$ cat config.mk
export PLATFORM = sky130hd
export DESIGN_NAME = fifo_serial_tx
export DESIGN_NICKNAME = d
export VERILOG_FILES = /design/src/rtl/fifo_serial_pkg.sv /design/src/rtl/fifo_serial_tx_bit_timer.sv /design/src/rtl/fifo_serial_tx.sv
export SDC_FILE = /design/constraint.sdc
export NUM_CORES = 1
export LEC_CHECK = 0
export ABC_CLOCK_PERIOD_IN_PS = 4900
export BUFFER_PORTS_ARGS = -buffer_cell sky130_fd_sc_hd__buf_4
export CAP_MARGIN = 25
export CORE_ASPECT_RATIO = 1.1
export CORE_MARGIN = 2
export CORE_UTILIZATION = 37
export DETAILED_ROUTE_END_ITERATION = 12
export PLACE_DENSITY = 0.54
export SLEW_MARGIN = 40
export SYNTH_ARGS = -nofsm -noshare
export SYNTH_HDL_FRONTEND = slang
export SYNTH_HIERARCHICAL = 1
export SYNTH_SLANG_ARGS = --single-unit
$ cat constraint.sdc
create_clock -name clk -period 4.9 [get_ports clk]
set_clock_uncertainty 0.05 [all_clocks]
set_input_delay 0.98 -clock clk [delete_from_list [all_inputs] [get_ports clk]]
set_output_delay 0.98 -clock clk [all_outputs]
set_load 0.01 [all_outputs]
$ cat src/rtl/fifo_serial_pkg.sv
// Shared state encoding and serial line levels for the FIFO-to-serial transmitter.
// Latency: none (declarations only).
// Backpressure: n/a.
package fifo_serial_pkg;

    // FSM state encoding, kept as plain sized constants for legacy tools
    typedef logic [2:0] state_t;

    localparam state_t ST_IDLE   = 3'd0;
    localparam state_t ST_START  = 3'd1;
    localparam state_t ST_DATA   = 3'd2;
    localparam state_t ST_PARITY = 3'd3;
    localparam state_t ST_STOP   = 3'd4;

    // Serial line levels
    localparam logic LINE_IDLE = 1'b1;
    localparam logic LVL_START = 1'b0;
    localparam logic LVL_STOP  = 1'b1;

endpackage

$ cat src/rtl/fifo_serial_tx_bit_timer.sv
// Bit-period timer: counts 0..CLKS_PER_BIT-1 while running, flags the last cycle.
// Latency: bit_end is combinational from the registered count.
// Backpressure: none; clear has priority over run.
module bit_timer #(
    parameter int CLKS_PER_BIT = 16,
    parameter int CNT_W        = $clog2(CLKS_PER_BIT)
) (
    input  logic clk,
    input  logic rst,
    input  logic clear,
    input  logic run,
    output logic bit_end
);

    localparam logic [CNT_W-1:0] LAST = CNT_W'(CLKS_PER_BIT - 1);

    logic [CNT_W-1:0] cnt_q;
    logic [CNT_W-1:0] cnt_d;

    assign bit_end = run && (cnt_q == LAST);

    // Next count: hold at zero when cleared, wrap to zero at the bit boundary
    always_comb begin
        cnt_d = cnt_q;
        if (clear) begin
            cnt_d = '0;
        end else if (run) begin
            if (cnt_q == LAST) begin
                cnt_d = '0;
            end else begin
                cnt_d = cnt_q + CNT_W'(1);
            end
        end
    end

    // Count register
    always_ff @(posedge clk or posedge rst) begin
        if (rst) begin
            cnt_q <= '0;
        end else begin
            cnt_q <= cnt_d;
        end
    end

endmodule

$ cat src/rtl/fifo_serial_tx.sv
// Drains a show-ahead FIFO and sends each byte as start/data(LSB first)/[parity]/stop; FIFO_SERIAL_TX_PARITY_EN adds even parity.
// Latency: tx falls one cycle after the fifo_rd cycle; frame is (DATA_W+2[+1])*CLKS_PER_BIT cycles.
// Backpressure: only pops in IDLE when en=1 and the FIFO is non-empty; one idle cycle between frames.
module fifo_serial_tx
    import fifo_serial_pkg::*;
#(
    parameter int DATA_W       = 8,
    parameter int CLKS_PER_BIT = 16,
    parameter int CNT_W        = $clog2(CLKS_PER_BIT)
) (
    input  logic              clk,
    input  logic              rst,
    input  logic              en,
    input  logic              fifo_empty,
    input  logic [DATA_W-1:0] fifo_dout,
    output logic              fifo_rd,
    output logic              tx,
    output logic              busy,
    output logic              tx_done
);

    localparam int IDX_W = (DATA_W > 1) ? $clog2(DATA_W) : 1;
    localparam logic [IDX_W-1:0] LAST_IDX = IDX_W'(DATA_W - 1);

    state_t            state_q, state_d;
    logic [DATA_W-1:0] shift_q, shift_d;
    logic [IDX_W-1:0]  idx_q,   idx_d;
    logic              take;
    logic              bit_end;
    logic              is_idle;

`ifdef FIFO_SERIAL_TX_PARITY_EN
    logic              parity_q, parity_d;
`endif

    assign is_idle = (state_q == ST_IDLE);

    // Timer is held at zero in IDLE so the start bit gets a full period
    bit_timer #(
        .CLKS_PER_BIT (CLKS_PER_BIT),
        .CNT_W        (CNT_W)
    ) u_bit_timer (
        .clk     (clk),
        .rst     (rst),
        .clear   (is_idle),
        .run     (!is_idle),
        .bit_end (bit_end)
    );

    // Pop strobe is suppressed while reset is held so the FIFO never loses a byte to reset
    assign fifo_rd = take && !rst;
    assign busy    = !is_idle;
    assign tx_done = (state_q == ST_STOP) && bit_end;

    // Frame sequencing: fetch in IDLE, then step through each bit period on bit_end
    always_comb begin
        state_d = state_q;
        shift_d = shift_q;
        idx_d   = idx_q;
        take    = 1'b0;
`ifdef FIFO_SERIAL_TX_PARITY_EN
        parity_d = parity_q;
`endif
        case (state_q)
            ST_IDLE: begin
                if (en && !fifo_empty) begin
                    take    = 1'b1;
                    shift_d = fifo_dout;
                    idx_d   = '0;
                    state_d = ST_START;
`ifdef FIFO_SERIAL_TX_PARITY_EN
                    parity_d = ^fifo_dout;
`endif
                end
            end
            ST_START: begin
                if (bit_end) begin
                    state_d = ST_DATA;
                end
            end
            ST_DATA: begin
                if (bit_end) begin
                    shift_d = shift_q >> 1;
                    if (idx_q == LAST_IDX) begin
                        idx_d = '0;
`ifdef FIFO_SERIAL_TX_PARITY_EN
                        state_d = ST_PARITY;
`else
                        state_d = ST_STOP;
`endif
                    end else begin
                        idx_d = idx_q + IDX_W'(1);
                    end
                end
            end
`ifdef FIFO_SERIAL_TX_PARITY_EN
            ST_PARITY: begin
                if (bit_end) begin
                    state_d = ST_STOP;
                end
            end
`endif
            ST_STOP: begin
                if (bit_end) begin
                    state_d = ST_IDLE;
                end
            end
            default: begin
                state_d = ST_IDLE;
            end
        endcase
    end

    // Line level follows the registered state so reset forces idle-high at once
    always_comb begin
        tx = LINE_IDLE;
        case (state_q)
            ST_START: tx = LVL_START;
            ST_DATA:  tx = shift_q[0];
`ifdef FIFO_SERIAL_TX_PARITY_EN
            ST_PARITY: tx = parity_q;
`endif
            ST_STOP:  tx = LVL_STOP;
            default:  tx = LINE_IDLE;
        endcase
    end

    // State, shift register and bit index
    always_ff @(posedge clk or posedge rst) begin
        if (rst) begin
            state_q <= ST_IDLE;
            shift_q <= '0;
            idx_q   <= '0;
        end else begin
            state_q <= state_d;
            shift_q <= shift_d;
            idx_q   <= idx_d;
        end
    end

`ifdef FIFO_SERIAL_TX_PARITY_EN
    // Even parity of the byte, captured when it is taken from the FIFO
    always_ff @(posedge clk or posedge rst) begin
        if (rst) begin
            parity_q <= 1'b0;
        end else begin
            parity_q <= parity_d;
        end
    end
`endif

endmodule
==> results.toml <==
[status]
outcome = "completed"

[placement]
place_inst = 138
routabilityCongestion = 0.8203
dp_slack_ns = 2.094
io_buffers = 15
dp.final_hpwl_um = 1383
place_area_sq_um = 1137

[detailed_routing]
wl_per_cell_um = 13.77
vias = 762
wl_met1_um = 987
wl_met2_um = 893
dr.pass1.iters = 4
met3_length_um = 57
top_layer_used = "met4"
wirelength_um = 1955
routed_via_density = 5.366
ant_nets = 0
drt_iter0_drc = 22
drc = 0

[floorplan]
start_util_pct = 39.84
coreArea_sq_um = 2544
io_pins = 16
rows = 19
die_area_sq_um = 3174
die_h_um = 58.89
die_w_um = 53.90

[worst_setup_path]
cp_max_fo = 15
worstSetupPathType = "reg2out"
rrSetupSlack_ns = 2.57
cp-end-kind = "output pin"
r2r-end = "shift_q[6]"
required_ns = 3.87
crit_path_start_kind = "flip-flop"
worstRegToRegCells = 6
crit_arrival_ns = 2.09
r2r_start = "state_q[1]"

[sta]
worst_pin_slew_ns = 0.5626
fin_setup_tns_ns = 0
min_period_ns = 3.124
grt_setup_unrepaired = "no"
maxSlewHeadroom_pct = 62.36
fin_ws_ns = 1.776
fin_crit_sh_pct = 63.76
max_freq_mhz = 320.1
drv_slew = 0
hold_violations = 0
setup_viol = 0

[clock_tree]
path_clk_slew_ns = 0.11
h-tree-depth = 1
root_buffer = "clkbuf_4"
clock_latency_ns = 0.29
clockBufferDepth = 2
cts_tree = "built"
cts_hold_buf = 0
cts_buffers = 3
clkSinkCount = 18
cts_setup_buffers = 0
post_cts_resized = 0

[grt]
antenna_found_initial = 0
grt_overflow_total = 0
grt_pass1_wl_um = 3332
grt_max_degree = 16
grtUsageTotal_pct = 14.55
grt_pass1_vias = 775

[hold_path]
hold_path.class = "reg2reg"
min_path_cells = 1
min_to = "shift_q[3]"
worstHoldStart = "shift_q[3]"

[layout]
final_common_cell = "dfrtp_1"
fillerInstances = 222
area_growth_pct = 15.80
finalNetCount = 127
final_area_sq_um = 1174
antenna_cells = 0
final_cells = 142
final_cell_mix = "dfrtp_1, buf_4, nand2b_1"
drive_gt1_share_pct = 24.32

[pwr]
p_per_area_nw_per_um2 = 458.9
combPwrFrac_pct = 37.2
p_sw_uw = 183.2
power_leakage_uw = 0.0005277
p_int_uw = 355.4
power_uw = 538.6
ir_drop_uv = 189.1
swShare_pct = 34.01
sequentialPowerShare_pct = 45.8
clkPwrFrac_pct = 17.0

[yosys]
ys_seq_area_share_pct = 44.44
syn_area_per_cell_sq_um = 10.56
netlist_area_sq_um = 1013
ys_warn_count = 6
yosysUniqueCellTypes = 37
synth_nets = 111
async_flop_share_pct = 100.0
synth_edf_count = 0
synth_seq_cells = 18
synth_flop_cell = "dfrtp_1"
synthCells = 96

[run]
drv_cap = 0
==> metrics by stage <==
stage | hold slack [ns] | util (%)
floorplan | 0.4342 | -
global placement | 0.4760 | 44.71
detailed placement | 0.4751 | 44.71
CTS | 0.5062 | 46.14
global route | 0.5207 | 46.14
finish | 0.4985 | 46.14
==> worst max-delay path, cell delays in order, from the launching register on <==
cell	delay, ns
dfrtp_1	0.62
or3_4	0.28
nand2_2	0.08
nor2_1	0.44
nand2_1	0.10
nor3_1	0.15
buf_4	0.15
==> sequential cells by signal, indices dropped and copies added (netlist names) <==
register	flops
idx_q	3
shift_q	8
u_bit_timer/cnt_q	4
state_q	3
==> cell type report <==
class	instances	area, sq um	share of cell area [%]
multi-input cells	70	515.5	43.92
flip-flops and latches	18	450.4	38.38
repair buffers	15	112.6	9.595
well taps	31	38.79	3.305
clock buffers	4	36.28	3.092
inverters	4	20.02	1.706
==> synth_stat cells, types with 2 or more instances <==
cell / count / area share [%]
nor2_1: 5 / 1.9
o221a_1: 7 / 7.8
inv_1: 3 / 1.1
ha_1: 3 / 3.7
a22o_1: 2 / 1.7
a21oi_1: 5 / 2.5
nor3b_1: 2 / 1.5
nor3_1: 2 / 0.99
nand2b_1: 8 / 4.9
nand3b_1: 2 / 1.5
nor2b_1: 2 / 1.2
mux2i_1: 3 / 3.0
dfrtp_1: 18 / 44
nand2_1: 7 / 2.6
o21ai_0: 3 / 1.5
o2bb2ai_1: 2 / 1.7
o21bai_1: 2 / 1.5
==> worst max path at each step <==
| stage | start | to | cells after the start |
|---|---|---|---|
| after floorplan | fifo_empty | fifo_rd | 3 |
| after global placement | state_q[1] | tx_done | 6 |
| after detailed placement | state_q[1] | tx_done | 6 |
| after CTS | state_q[1] | tx_done | 6 |
| after global routing | state_q[1] | tx_done | 6 |
| final | state_q[1] | tx_done | 6 |
==> cells by family (layout without fill, tap and decap cells) <==
| logic type | after synthesis | count (layout) | share of synthesized area, % |
|---|---|---|---|
| simple gates | 39 | 39 | 23.58 |
| compound gates | 24 | 24 | 19.75 |
| flops | 18 | 18 | 44.44 |
| buf+inv | 8 | 23 | 4.691 |
| fa+ha+maj | 3 | 3 | 3.704 |
| mux | 3 | 3 | 2.963 |
| xor+xnor | 1 | 1 | 0.8644 |
==> metal layers <==
| metal | global-route usage, % | up-vias |
|---|---|---|
| met5 | 0 | - |
| met4 | 6.593 | 0 |
| met3 | 2.284 | 2 |
| met2 | 22.82 | 16 |
| met1 | 19.54 | 362 |
| li1 | - | 382 |
==> power groups by stage <==
stage	sequential, uW	combinational (uW)	clock (uW)
after floorplan	229	174	0
after global placement	249	199	0
after detailed placement	248	201	0
after CTS	246	203	93.5
after global routing	254	225	100
final	247	201	91.5
No activity file was read; power rests on OpenSTA's default activity.
